## config.mk

```make
export PLATFORM = sky130hd
export DESIGN_NAME = td4_run_ctrl_flat
export DESIGN_NICKNAME = d
export VERILOG_FILES = /design/src/rtl/td4_pkg.sv /design/src/rtl/td4_run_ctrl_if.sv /design/src/rtl/td4_prog_ram.sv /design/src/rtl/td4_run_ctrl.sv /design/src/flat_wrapper.sv
export SDC_FILE = /design/constraint.sdc
export NUM_CORES = 1
export LEC_CHECK = 0
export ABC_AREA = 1
export CAP_MARGIN = 25
export CORE_ASPECT_RATIO = 1.2
export CORE_MARGIN = 4
export CORE_UTILIZATION = 60
export CTS_CLUSTER_SIZE = 8
export DETAILED_ROUTE_END_ITERATION = 8
export PLACE_DENSITY_LB_ADDON = 0.08
export SYNTH_ARGS = -nofsm -noshare
export SYNTH_HDL_FRONTEND = slang
export SYNTH_SLANG_ARGS = --single-unit
```

## constraint.sdc

```tcl
create_clock -name clk -period 4.55 [get_ports clk]
set_input_delay 0.6825 -clock clk [delete_from_list [all_inputs] [get_ports clk]]
set_output_delay 0.6825 -clock clk [all_outputs]
set_load 0.01 [all_outputs]
```

## src/rtl/td4_pkg.sv

```systemverilog
// Shared types for the TD4 run controller: FSM states, host command codes and halt causes.
// The cmd_legal helper gives the single table of which command is accepted in which state.
package td4_pkg;

    typedef enum logic [2:0] {
        ST_IDLE = 3'd0,
        ST_LOAD = 3'd1,
        ST_RUN  = 3'd2,
        ST_STEP = 3'd3,
        ST_HALT = 3'd4
    } state_t;

    typedef enum logic [1:0] {
        CMD_LOAD = 2'd0,
        CMD_RUN  = 2'd1,
        CMD_STEP = 2'd2,
        CMD_HALT = 2'd3
    } cmd_t;

    typedef enum logic [1:0] {
        HC_NONE = 2'd0,
        HC_CMD  = 2'd1,
        HC_STEP = 2'd2,
        HC_BP   = 2'd3
    } halt_cause_t;

    // Anything not listed here is flagged on cmd_err and leaves the state untouched.
    function automatic logic cmd_legal(state_t s, cmd_t c);
        case (s)
            ST_IDLE: return (c == CMD_LOAD) || (c == CMD_RUN);
            ST_LOAD: return c == CMD_HALT;
            ST_RUN:  return c == CMD_HALT;
            ST_STEP: return c == CMD_HALT;
            ST_HALT: return c != CMD_HALT;
            default: return 1'b0;
        endcase
    endfunction

endpackage

```

## src/rtl/td4_run_ctrl_if.sv

```systemverilog
// Host/debug side of the run controller: command channel, program-load channel and breakpoint setup.
// The host drives through master; the controller receives through slave.
interface td4_run_ctrl_if #(
    parameter int AW     = 4,
    parameter int DW     = 8,
    parameter int STEP_W = 8
);
    logic              cmd_valid;
    logic [1:0]        cmd;
    logic [STEP_W-1:0] cmd_arg;
    logic              ld_valid;
    logic              ld_ready;
    logic [AW-1:0]     ld_addr;
    logic [DW-1:0]     ld_data;
    logic              ld_last;
    logic              bp_en;
    logic [AW-1:0]     bp_addr;

    modport master (
        output cmd_valid, cmd, cmd_arg, ld_valid, ld_addr, ld_data, ld_last, bp_en, bp_addr,
        input  ld_ready
    );

    modport slave (
        input  cmd_valid, cmd, cmd_arg, ld_valid, ld_addr, ld_data, ld_last, bp_en, bp_addr,
        output ld_ready
    );
endinterface

```

## src/rtl/td4_prog_ram.sv

```systemverilog
// Program store for the TD4 core: register array with one synchronous write port and an async read port.
// The reset clears every word, so a core reset-and-run without a reload fetches zeros.
module td4_prog_ram #(
    parameter int AW = 4,
    parameter int DW = 8
) (
    input  logic          clk,
    input  logic          rstn,
    input  logic          we,
    input  logic [AW-1:0] waddr,
    input  logic [DW-1:0] wdata,
    input  logic [AW-1:0] raddr,
    output logic [DW-1:0] rdata
);
    logic [DW-1:0] mem [2**AW];

    always_ff @(posedge clk or negedge rstn) begin
        if (!rstn) begin
            for (int i = 0; i < 2**AW; i++) mem[i] <= '0;
        end else if (we) begin
            mem[waddr] <= wdata;
        end
    end

    assign rdata = mem[raddr];
endmodule

```

## src/rtl/td4_run_ctrl.sv

```systemverilog
// Program-load and execution controller for the TD4 core: owns the program store and sequences
// the core through cpu_rstn / cpu_ce for load, free-run, N-step, halt and PC breakpoint.
module td4_run_ctrl
    import td4_pkg::*;
#(
    parameter int AW     = 4,
    parameter int DW     = 8,
    parameter int STEP_W = 8,
    parameter int CYC_W  = 16
) (
    input  logic             clk,
    input  logic             rstn,
    td4_run_ctrl_if.slave    host,
    input  logic [AW-1:0]    cpu_address,
    output logic [DW-1:0]    cpu_instr,
    output logic             cpu_rstn,
    output logic             cpu_ce,
    output logic [2:0]       state,
    output logic [1:0]       halt_cause,
    output logic             cmd_err,
    output logic [CYC_W-1:0] cyc_cnt
);
    state_t            state_q, state_next;
    halt_cause_t       halt_cause_q, cause_next;
    logic [STEP_W-1:0] step_cnt_q, step_next;
    logic              skip_bp_q;
    logic              legal, cmd_ok, err_next, bp_hit, ram_we;
    logic [DW-1:0]     ram_rdata;

    td4_prog_ram #(.AW(AW), .DW(DW)) u_ram (
        .clk   (clk),
        .rstn  (rstn),
        .we    (ram_we),
        .waddr (host.ld_addr),
        .wdata (host.ld_data),
        .raddr (cpu_address),
        .rdata (ram_rdata)
    );

    // A legal command always takes priority over a breakpoint hit or step completion.
    always_comb begin
        state_next = state_q;
        cause_next = halt_cause_q;
        step_next  = step_cnt_q;
        cpu_ce     = 1'b0;
        ram_we     = 1'b0;
        legal      = cmd_legal(state_q, cmd_t'(host.cmd));
        cmd_ok     = host.cmd_valid && legal;
        err_next   = host.cmd_valid && !legal;
        bp_hit     = host.bp_en && (cpu_address == host.bp_addr) && !skip_bp_q;

        case (state_q)
            ST_IDLE: begin
                if (cmd_ok) state_next = (cmd_t'(host.cmd) == CMD_RUN) ? ST_RUN : ST_LOAD;
            end
            ST_LOAD: begin
                ram_we = host.ld_valid;
                if (cmd_ok || (host.ld_valid && host.ld_last)) state_next = ST_IDLE;
            end
            ST_RUN: begin
                cpu_ce = !bp_hit;
                if (cmd_ok) begin
                    state_next = ST_HALT;
                    cause_next = HC_CMD;
                end else if (bp_hit) begin
                    state_next = ST_HALT;
                    cause_next = HC_BP;
                end
            end
            ST_STEP: begin
                cpu_ce = (step_cnt_q != '0);
                if (step_cnt_q != '0) step_next = step_cnt_q - 1'b1;
                if (cmd_ok) begin
                    state_next = ST_HALT;
                    cause_next = HC_CMD;
                end else if (step_cnt_q == '0) begin
                    state_next = ST_HALT;
                    cause_next = HC_STEP;
                end
            end
            ST_HALT: begin
                if (cmd_ok) begin
                    cause_next = HC_NONE;
                    case (cmd_t'(host.cmd))
                        CMD_RUN:  state_next = ST_RUN;
                        CMD_LOAD: state_next = ST_LOAD;
                        CMD_STEP: begin
                            state_next = ST_STEP;
                            step_next  = host.cmd_arg;
                        end
                        default:  state_next = ST_HALT;
                    endcase
                end
            end
            default: state_next = ST_IDLE;
        endcase
    end

    // skip_bp lets a resume from HALT execute the instruction sitting on the breakpoint.
    always_ff @(posedge clk or negedge rstn) begin
        if (!rstn) begin
            state_q      <= ST_IDLE;
            halt_cause_q <= HC_NONE;
            step_cnt_q   <= '0;
            skip_bp_q    <= 1'b0;
            cpu_rstn     <= 1'b0;
            cmd_err      <= 1'b0;
            cyc_cnt      <= '0;
        end else begin
            state_q      <= state_next;
            halt_cause_q <= cause_next;
            step_cnt_q   <= step_next;
            skip_bp_q    <= (state_q == ST_HALT) && (state_next == ST_RUN);
            cpu_rstn     <= (state_next == ST_RUN) || (state_next == ST_STEP) || (state_next == ST_HALT);
            cmd_err      <= err_next;
            if ((state_q == ST_IDLE) && (state_next == ST_RUN)) begin
                cyc_cnt <= '0;
            end else if (cpu_ce && (cyc_cnt != '1)) begin
                cyc_cnt <= cyc_cnt + 1'b1;
            end
        end
    end

    assign host.ld_ready = (state_q == ST_LOAD);
    assign cpu_instr     = (state_q == ST_LOAD) ? '0 : ram_rdata;
    assign state         = state_q;
    assign halt_cause    = halt_cause_q;
endmodule
```

## src/flat_wrapper.sv

```systemverilog
// flat-port wrapper written by rule: the top's interface ports become plain ports
module td4_run_ctrl_flat import td4_pkg::*;
#(
    parameter int AW     = 4,
    parameter int DW     = 8,
    parameter int STEP_W = 8,
    parameter int CYC_W  = 16
)
  (clk, rstn, cpu_address, cpu_instr, cpu_rstn, cpu_ce, state, halt_cause, cmd_err, cyc_cnt, host_cmd_valid, host_cmd, host_cmd_arg, host_ld_valid, host_ld_addr, host_ld_data, host_ld_last, host_bp_en, host_bp_addr, host_ld_ready);
  td4_run_ctrl_if #(.AW(AW), .DW(DW), .STEP_W(STEP_W)) host_i ();
  input  logic clk;
  input  logic rstn;
  input  logic [AW-1:0] cpu_address;
  output logic [DW-1:0] cpu_instr;
  output logic cpu_rstn;
  output logic cpu_ce;
  output logic [2:0] state;
  output logic [1:0] halt_cause;
  output logic cmd_err;
  output logic [CYC_W-1:0] cyc_cnt;
  input wire logic [$bits(host_i.cmd_valid)-1:0] host_cmd_valid;
  input wire logic [$bits(host_i.cmd)-1:0] host_cmd;
  input wire logic [$bits(host_i.cmd_arg)-1:0] host_cmd_arg;
  input wire logic [$bits(host_i.ld_valid)-1:0] host_ld_valid;
  input wire logic [$bits(host_i.ld_addr)-1:0] host_ld_addr;
  input wire logic [$bits(host_i.ld_data)-1:0] host_ld_data;
  input wire logic [$bits(host_i.ld_last)-1:0] host_ld_last;
  input wire logic [$bits(host_i.bp_en)-1:0] host_bp_en;
  input wire logic [$bits(host_i.bp_addr)-1:0] host_bp_addr;
  output wire logic [$bits(host_i.ld_ready)-1:0] host_ld_ready;
  assign host_i.cmd_valid = host_cmd_valid;
  assign host_i.cmd = host_cmd;
  assign host_i.cmd_arg = host_cmd_arg;
  assign host_i.ld_valid = host_ld_valid;
  assign host_i.ld_addr = host_ld_addr;
  assign host_i.ld_data = host_ld_data;
  assign host_i.ld_last = host_ld_last;
  assign host_i.bp_en = host_bp_en;
  assign host_i.bp_addr = host_bp_addr;
  assign host_ld_ready = host_i.ld_ready;
  td4_run_ctrl #(.AW(AW), .DW(DW), .STEP_W(STEP_W), .CYC_W(CYC_W)) u_core (.clk(clk), .rstn(rstn), .host(host_i), .cpu_address(cpu_address), .cpu_instr(cpu_instr), .cpu_rstn(cpu_rstn), .cpu_ce(cpu_ce), .state(state), .halt_cause(halt_cause), .cmd_err(cmd_err), .cyc_cnt(cyc_cnt));
endmodule
```

## Word level (Yosys, flattened, before mapping)

Cells that the tools add are included.

| cells by class | value |
|---|---|
| $lt $le $gt $ge | 3 |
| eq/ne operators | 18 |
| muxes and demuxes | 32 |
| reductions and logical operators | 26 |
| add/sub/neg operators | 2 |
| bitwise operators | 2 |

Operators with widths:

| cell | count |
|---|---|
| 128-bit bitwise mux | 1 |
| 8-bit two-way mux | 7 |
| 8-bit binary-select mux with 4-bit select | 1 |
| 8-bit demux with 4-bit select | 1 |
| 16-bit two-way mux | 2 |
| 3-bit two-way mux | 7 |
| 16-bit by 1-bit adder with 16-bit output, second input constant | 1 |
| 16-bit inequality test, second input constant | 1 |
| 8-bit one-hot mux with 2 select lines | 1 |
| 3-bit one-hot mux with 5 select lines | 1 |
| 3-bit by 2-bit == test with 1-bit output, second input constant | 4 |
| 2-bit two-way mux | 6 |
| 5-bit >= comparator, second input constant | 2 |
| 4-bit inverter with 5-bit output | 2 |
| 1-bit logical AND | 9 |
| 3-bit one-hot mux with 3 select lines | 1 |
| 8-bit logical NOT | 1 |
| 4-bit AND reduction | 2 |
| 8-bit nonzero test | 1 |
| 8-bit by 1-bit subtractor with 8-bit output, second input constant | 1 |
| 3-bit == test, second input constant | 2 |
| 3-bit by 1-bit inequality test with 1-bit output, second input constant | 2 |
| 2-bit one-hot mux with 3 select lines | 1 |
| 5-bit by 1-bit < comparator with 1-bit output, second input constant | 1 |
| 16 further kinds | 25 |

| word-level totals | value |
|---|---|
| bits in registers | 160 |
| bits of input ports | 36 |
| word-level logic and storage cells | 106 |
| output and inout bits | 33 |

## Depth between registers and ports, before layout

Gate-level depths: netlist of the first run.

| logic depth | value |
|---|---|
| word-level depth | 10 |
| mapped depth | 14 |
| mapped depth without buffers | 12 |

## By module

From an unflattened synthesis of the first run, not the netlist that was laid out.

| unflattened totals | value |
|---|---|
| cells, all modules | 1189 |
| area, all modules | 8614.5 um2 |

By module, submodules not included:

| module | instances | cells an instance | area each (um2) | seq. area each (um2) |
|---|---|---|---|---|
| td4_prog_ram | 1 | 850 | 6271.0 | 3203.1 |
| td4_run_ctrl | 1 | 339 | 2343.5 | 800.8 |

## Worst setup path before layout of the first run

Ideal clock, no wire load.

| path | value |
|---|---|
| path kind | input port to output port |
| from | in cpu_address[0] |
| to | out cpu_instr[6] |
| path buffers | 3 |
| required time | 3868 ps |
| stages on the path | 9 |
| setup slack | 2085 ps |
| data arrival time | 1782 ps |
| cells stage by stage | buf_2 > inv_2 > buf_2 > buf_2 > a21oi_1 > o21ai_0 > nand3_1 > nand3_1 > a21oi_1 |

| between the ends | value |
|---|---|
| cells in the longest elaborated chain, start to end | 5 |

Ends and longest elaborated chain:

| element | line | source |
|---|---|---|
| from (decl) | flat_wrapper.sv:13 | `input logic [AW-1:0] cpu_address;` |
| 4-bit inverter with 5-bit output (not written as such) | td4_prog_ram.sv:25 | `assign rdata = mem[raddr];` |
| 8-bit binary-select mux with 4-bit select | td4_prog_ram.sv:25 |  |
| 8-bit two-way mux (not written as such) (2 in series) | td4_prog_ram.sv:25 |  |
| 8-bit two-way mux | td4_run_ctrl.sv:125 | `assign cpu_instr = (state_q == ST_LOAD) ? '0 : ram_rdata;` |
| to (decl) | flat_wrapper.sv:14 | `output logic [DW-1:0] cpu_instr;` |

Every way passes these cells. The select of a mux whose other input is x is not followed.

## Worst setup path in the final report of the first run

| path | value |
|---|---|
| from | in cpu_address[0] |
| to | out cpu_instr[0] |

The elaborated chain is that of the path after synthesis.

==> results of run 1 <==
-- power by group --
| group | switching [uW] | internal, uW | total (uW) | leakage (uW) |
|---|---|---|---|---|
| logic | 1080 | 697 | 1780 | 0.00221 |
| clock network | 568 | 824 | 1390 | 0.000279 |
| registers | 305 | 2030 | 2330 | 0.00197 |
-- state kept, by name (all words and copies together) (netlist names) --
name               count
u_core.skip_bp_q       1
u_core.halt_cause      2
u_core.state           3
u_core.step_cnt_q      8
u_core.cpu_rstn        1
u_core.cmd_err         1
u_core.u_ram.mem     128
u_core.cyc_cnt        16
-- cells in the mapped netlist, drive strengths merged (9+ instances only) --
library cell / count / area, um^2
buf: 37 / 245
inv: 109 / 412
clkbuf: 22 / 82.6
nor2: 75 / 334
a21oi: 84 / 428
o21ai: 194 / 990
nand2: 248 / 976
nand4: 9 / 62.6
o211ai: 10 / 75.1
xor2: 15 / 131
nand3: 69 / 355
dfrtp: 160 / 4000
-- path summary, 6_finish.rpt --
check	slack, ns	start	endpoint	depth (start not counted)
min in group clk	0.48	u_core.u_ram.mem[66]	u_core.u_ram.mem[66]	2
worst min-delay path	0.32	rstn	u_core.u_ram.mem[81]	1
worst min register to register	0.48	u_core.u_ram.mem[66]	u_core.u_ram.mem[66]	2
worst max-delay path	0.74	cpu_address[0]	cpu_instr[0]	9
max in group asynchronous	3.23	rstn	u_core.u_ram.mem[15]	2
worst max register to register	1.83	u_core.state[1]	u_core.u_ram.mem[104]	7
-- per-stage QoR --
step | util, % | std cells
global placement | 65.5 | 1245
floorplan | - | 1056
global route | 69.8 | 1278
detailed placement | 65.6 | 1246
CTS | 69.8 | 1278
finish | 69.8 | 1278
-- cell type report --
type,count,area [um^2]
fill,1160,4150
sequential,160,4000
multi-input combinational,728,3630
timing repair buffer,78,777
clock buffer,24,502
inverter,109,412
tap,171,214
clock inverter,8,76.3
-- worst max-delay path, stage by stage --
cell                              delay (ns)
sky130_fd_sc_hd__clkdlybuf4s50_1        0.77
sky130_fd_sc_hd__inv_2                  0.11
sky130_fd_sc_hd__buf_4                  0.27
sky130_fd_sc_hd__a21oi_1                0.19
sky130_fd_sc_hd__o21ai_0                0.14
sky130_fd_sc_hd__nand3_1                0.13
sky130_fd_sc_hd__nand3_1                0.08
sky130_fd_sc_hd__a21oi_1                0.18
sky130_fd_sc_hd__clkdlybuf4s50_1        0.57
-- per-layer routing --
layer  vias to the layer above  GRT usage, %  part of all wire, %
met4                         0          8.90                  2.2
met3                        43          6.41                  6.8
li1                       3527             -                    -
met1                      3360          38.0                   43
met5                         -             0                    0
met2                       255          46.4                   48
-- cells in the final DEF (no fill, tap or decap), drive strengths merged, types with 6 or more instances in the layout --
cell type / count
buf: 11
ha: 8
nor2: 75
inv: 110
o21ai: 194
xor2: 15
o211ai: 10
nor3: 6
nand4: 9
clkbuf: 24
nand3: 69
a21oi: 84
dfrtp: 160
nand2: 248
clkdlybuf4s50: 67
-- cell families (layout without fill, tap and decap cells) --
logic type	count (synthesis)	in the layout	share of synthesized area [%]
compound gates	291	291	18.1
xor+xnor	17	17	1.78
fa+ha+maj	8	8	1.20
buf+inv	168	219	8.84
flops	160	160	47.8
simple gates	412	412	22.3
==> load_flow_metrics.sql, run 1 <==
INSERT INTO impl_metrics (metric_group, metric, value, unit) VALUES
('job', 'max-cap-violations', '0', ''),
('drt', 'drt-wirelength-per-cell', '17.0', 'um'),
('worst_hold_path', 'hp-class', 'in -> async', ''),
('die', 'standard_cell_rows', '47', ''),
('drt', 'routed-via-count', '7185', ''),
('layout', 'ratio_of_cells_with_drive_above_1_in_the_final_layout', '7.86', '%'),
('worst_setup_path', 'worstSetupStartpointType', 'input pin', ''),
('clock_network', 'htree_levels', '4', ''),
('sta', 'slew_violations', '0', ''),
('worst_setup_path', 'critical_path_class', 'in -> out', ''),
('yosys', 'synth_enable_flop_cells', '0', ''),
('placement', 'preCtsSetupSlack', '0.794', 'ns'),
('clock_network', 'clock_insertion_delay_worst_skew', '0.43', 'ns'),
('drt', 'drc', '0', ''),
('clock_network', 'cts.path.max_buffers', '2', ''),
('clock_network', 'postCtsSetupRepairBufs', '0', ''),
('yosys', 'synth-seq-area-share', '47.8', '%'),
('sta', 'hold-worst-slack', '0.316', 'ns'),
('drt', 'drt_wl_total', '21700', 'um'),
('sta', 'crit_path_time_final', '3.81', 'ns'),
('sta', 'hold_viol', '0', ''),
('sta', 'peak_clock_frequency_supported_by_timing', '262', 'MHz'),
('die', 'die_height', '137', 'um'),
('layout', 'num_antenna_cells', '0', ''),
('yosys', 'async_flop_share', '100', '%'),
('placement', 'io_buffer_count', '68', ''),
('drt', 'drt_first_pass_iters', '6', ''),
('placement', 'dpl_cell_area', '0.00903', 'mm^2'),
('yosys', 'dominantRegCellSynth', 'sky130_fd_sc_hd__dfrtp_1', ''),
('sta', 'rsz0062_at_grt', 'false', ''),
('placement', 'hpwlAfterDp', '14100', 'um'),
('clock_network', 'cts_hold_buf', '0', ''),
('power_and_ir_drop', 'power.ir.vdd_worst', '0.000496', 'V'),
('yosys', 'yosys.cell_types.count', '37', ''),
('die', 'start_util', '60.8', '%'),
('clock_network', 'cts_buffers', '17', ''),
('yosys', 'postSynthCellCount', '1056', ''),
('power_and_ir_drop', 'total_leakage_power', '0.00445', 'uW'),
('drt', 'drt.antenna.violating_nets', '0', ''),
('worst_setup_path', 'worstSetupEndpointType', 'output pin', ''),
('yosys', 'synth.avg_cell_area', '7.93', 'um^2'),
('worst_setup_path', 'worstPathArrival', '3.13', 'ns'),
('global_route', 'grt_max_degree', '93', ''),
('yosys', 'yosys_warnings', '0', ''),
('power_and_ir_drop', 'power_density', '572', 'mW/mm^2'),
('die', 'core', '0.0138', 'mm^2'),
('drt', 'drtIter0Drc', '633', ''),
('die', 'ioPinCount', '69', ''),
('die', 'die_w', '116', 'um'),
('sta', 'slew_headroom', '30.8', '%'),
('global_route', 'first_global_vias', '6757', ''),
('global_route', 'antenna_found_initial', '0', ''),
('yosys', 'mappedNetlistNets', '1100', ''),
('sta', 'setup_tns', '0', 'ns'),
('layout', 'p_r_area_growth_vs_syn', '14.8', '%'),
('sta', 'final_critical_path_setup_slack', '0.735', 'ns'),
('sta', 'worstMarginPinSlew', '1.03', 'ns'),
('outcome', 'run_status', 'complete, no violations', ''),
('sta', 'finalSetupViolations', '0', ''),
('clock_network', 'path_clk_slew', '0.06', 'ns'),
('worst_setup_path', 'worstPathMaxFanout', '41', ''),
('die', 'die-area', '0.0159', 'mm^2'),
('global_route', 'global_route_wire_length_before_repair', '34700', 'um'),
('worst_setup_path', 'worst-endpoint-required', '3.87', 'ns'),
('power_and_ir_drop', 'total_power', '5500', 'uW'),
('layout', 'final_instance_area', '0.00961', 'mm^2'),
('yosys', 'ys_seq_elements', '160', ''),
('clock_network', 'post_cts.resized_instances', '0', ''),
('sta', 'clock-skew-final', '0.0132', 'ns'),
('placement', 'place_congestion', '0.918', ''),
('clock_network', 'tritoncts', 'built', ''),
('sta', 'timing.final.crit_share', '83.8', '%'),
('clock_network', 'clock_tree.root_cell', 'sky130_fd_sc_hd__clkbuf_16', ''),
('yosys', 'synth.cell_area', '0.00837', 'mm^2'),
('clock_network', 'clock_sink_count', '160', ''),
('global_route', 'gr_overflow_total', '0', ''),
('layout', 'design.final.nets', '1138', ''),
('drt', 'via_per_inst', '5.62', ''),
('global_route', 'globalRouteTotalUtil', '28.5', '%');
Note: power is estimated with default switching activity, not from simulation.
==> run 2: changes to the inputs <==
--- a/config.mk
+++ b/config.mk
@@ -9,7 +9,7 @@
 export CAP_MARGIN = 25
 export CORE_ASPECT_RATIO = 1.2
 export CORE_MARGIN = 4
-export CORE_UTILIZATION = 60
+export CORE_UTILIZATION = 59
 export CTS_CLUSTER_SIZE = 8
 export DETAILED_ROUTE_END_ITERATION = 8
 export PLACE_DENSITY_LB_ADDON = 0.08
==> constraint.sdc (replaced) <==
create_clock -name clk -period 3.7 [get_ports clk]
set_input_delay 0.555 -clock clk [delete_from_list [all_inputs] [get_ports clk]]
set_output_delay 0.555 -clock clk [all_outputs]
set_load 0.01 [all_outputs]
==> run 2 against run 1 <==
Against the previous run:
- global-route usage decreased by 0.63 points
- design area about the same
- via count decreased by 0.25%
- die area is 1.6% higher
- critical path depth unchanged
- critical endpoint is now cpu_instr[7]
- highest routed layer unchanged
==> load_flow_metrics.sql, run 2 (same netlist as run 1, synthesis figures left out) <==
INSERT INTO impl_metrics (metric_group, metric, value, unit) VALUES
('outcome', 'run_status', 'complete, no violations', ''),
('clock_network', 'tritoncts', 'built', ''),
('layout', 'ratio_of_cells_with_drive_above_1_in_the_final_layout', '8.02', '%'),
('worst_setup_path', 'worstPathArrival', '2.74', 'ns'),
('worst_setup_path', 'worstReg2RegEnd', 'u_core.u_ram.mem[106]', ''),
('clock_network', 'post_cts.resized_instances', '0', ''),
('placement', 'io_buffer_count', '68', ''),
('placement', 'placedCellCount', '1250', ''),
('power_and_ir_drop', 'power.ir.vdd_worst', '0.000476', 'V'),
('worst_setup_path', 'critical_path.reg2reg.startpoint', 'u_core.state[1]', ''),
('die', 'ioPinCount', '69', ''),
('clock_network', 'clock_sink_count', '160', ''),
('drt', 'drt-wirelength-per-cell', '17.0', 'um'),
('placement', 'preCtsSetupSlack', '0.440', 'ns'),
('die', 'core', '0.0139', 'mm^2'),
('clock_network', 'clock_tree.root_cell', 'sky130_fd_sc_hd__clkbuf_16', ''),
('placement', 'place_congestion', '0.892', ''),
('sta', 'clock-skew-final', '0.00958', 'ns'),
('clock_network', 'cts_hold_buf', '0', ''),
('clock_network', 'clock_insertion_delay_worst_skew', '0.43', 'ns'),
('sta', 'timing.final.crit_share', '89.0', '%'),
('worst_setup_path', 'ordered_cell_list_for_the_critical_path', 'clkdlybuf4s50_1 -> inv_2 -> buf_12 -> a21oi_1 -> o21ai_0 -> nand3_1 -> nand3_1 -> a21oi_1 -> clkdlybuf4s50_1', ''),
('worst_setup_path', 'critical_path_class', 'in -> out', ''),
('clock_network', 'htree_levels', '4', ''),
('worst_setup_path', 'worstPathMaxFanout', '33', ''),
('sta', 'crit_path_time_final', '3.29', 'ns'),
('layout', 'largest_reg_flops', '128', ''),
('layout', 'design.final.nets', '1142', ''),
('sta', 'slew_violations', '0', ''),
('global_route', 'gr_overflow_total', '0', ''),
('die', 'die-area', '0.0162', 'mm^2'),
('placement', 'hpwlAfterDp', '14400', 'um'),
('global_route', 'first_global_vias', '6922', ''),
('clock_network', 'cts.path.max_buffers', '2', ''),
('worst_setup_path', 'rrSetupSlack', '1.35', 'ns'),
('drt', 'drt.antenna.violating_nets', '0', ''),
('power_and_ir_drop', 'power_density', '692', 'mW/mm^2'),
('worst_setup_path', 'worstSetupEndpointType', 'output pin', ''),
('layout', 'finish.cell_count_without_fillers', '1281', ''),
('global_route', 'globalRouteTotalUtil', '27.8', '%'),
('worst_setup_path', 'worstPathBufferInverterCount', '4', ''),
('sta', 'slew_headroom', '45.7', '%'),
('global_route', 'global_route_wire_length_before_repair', '34900', 'um'),
('sta', 'worstMarginPinSlew', '0.814', 'ns'),
('layout', 'top_register', 'u_core.u_ram.mem', ''),
('drt', 'drt_wl_total', '21800', 'um'),
('sta', 'final_critical_path_setup_slack', '0.407', 'ns'),
('power_and_ir_drop', 'total_leakage_power', '0.00446', 'uW'),
('layout', 'largest_registers', 'u_core.u_ram.mem: 128 flops, u_core.cyc_cnt: 16 flops, u_core.step_cnt_q: 8 flops', ''),
('layout', 'layout_common_cells', '236 x sky130_fd_sc_hd__nand2_1, 160 x sky130_fd_sc_hd__dfrtp_1, 146 x sky130_fd_sc_hd__o21ai_0', ''),
('layout', 'num_antenna_cells', '0', ''),
('drt', 'drtIter0Drc', '631', ''),
('power_and_ir_drop', 'total_power', '6650', 'uW'),
('worst_setup_path', 'slowest_delay', '0.58', 'ns'),
('die', 'die_w', '117', 'um'),
('sta', 'setup_tns', '0', 'ns'),
('worst_setup_path', 'worstSetupStartpointType', 'input pin', ''),
('global_route', 'grt_max_degree', '75', ''),
('clock_network', 'path_clk_slew', '0.06', 'ns'),
('sta', 'hold_viol', '0', ''),
('worst_setup_path', 'critical-path-slowest-cell', 'sky130_fd_sc_hd__clkdlybuf4s50_1', ''),
('layout', 'final_common_cell', 'sky130_fd_sc_hd__nand2_1', ''),
('die', 'start_util', '60.3', '%'),
('drt', 'via_per_inst', '5.59', ''),
('worst_hold_path', 'hp-class', 'in -> async', ''),
('worst_setup_path', 'worst_path_dominant_cell_family', 'buffers and inverters', ''),
('drt', 'drt_first_pass_iters', '7', ''),
('drt', 'drc', '0', ''),
('worst_setup_path', 'worst-endpoint-required', '3.14', 'ns'),
('drt', 'routed-via-count', '7167', ''),
('sta', 'rsz0062_at_grt', 'false', ''),
('clock_network', 'cts_buffers', '17', ''),
('sta', 'peak_clock_frequency_supported_by_timing', '304', 'MHz'),
('sta', 'finalSetupViolations', '0', ''),
('global_route', 'antenna_found_initial', '0', ''),
('worst_setup_path', 'r2r_cell_count', '7', ''),
('clock_network', 'postCtsSetupRepairBufs', '0', ''),
('layout', 'p_r_area_growth_vs_syn', '14.8', '%'),
('job', 'max-cap-violations', '0', ''),
('die', 'standard_cell_rows', '47', ''),
('die', 'die_height', '138', 'um'),
('layout', 'finalCoreUtilization', '69.2', '%');
run 2: changes by cell type in the layout (fill, tap and decap cells not counted), moves of 2 or more:
cell	change
sky130_fd_sc_hd__buf_12	+3
sky130_fd_sc_hd__clkinv_2	+2
sky130_fd_sc_hd__clkbuf_8	-4
sky130_fd_sc_hd__buf_4	+2
run 2: worst max-delay path by stage:
stage	start	to	slack (ns)	cells past startpoint
after floorplan	cpu_address[0]	cpu_instr[6]	1.49	9
after global placement	cpu_address[0]	cpu_instr[3]	0.46	9
after detailed placement	cpu_address[0]	cpu_instr[7]	0.44	9
after CTS	cpu_address[0]	cpu_instr[7]	0.43	9
after global routing	cpu_address[0]	cpu_instr[0]	0.24	8
final	cpu_address[0]	cpu_instr[7]	0.41	9
run 2: through the flow:
stage / hold slack, ns / cell area, um^2
final: 0.0969 / 9610
after global routing: 0.137 / 9610
after CTS: 0.117 / 9610
after detailed placement: 0.468 / 9090
after global placement: 0.462 / 9090
after floorplan: 0.259 / 8370
run 2: cell type report:
type / instances / area (um^2)
Sequential cell: 160 / 4000
Fill cell: 1165 / 4270
Clock inverter: 10 / 65.1
Inverter: 109 / 412
Clock buffer: 21 / 450
Tap cell: 171 / 214
Timing Repair Buffer: 82 / 837
Multi-Input combinational cell: 728 / 3630
run 2: where the power goes:
part           total (uW)  internal [uW]  switching [uW]
Clock                1560            866             695
Combinational        2220            876            1350
Sequential           2870           2490             374
Total                6650           4230            2420
run 2: metal layers:
layer  wire, um  share of wire (%)  global-route usage [%]  up-vias
met3       1360                6.2                    6.03       51
met5          0                  0                       0        -
met4        692                3.2                    11.9        0
met2      10700                 49                    44.6      246
met1       9120                 42                    36.3     3347
li1           -                  -                       -     3523
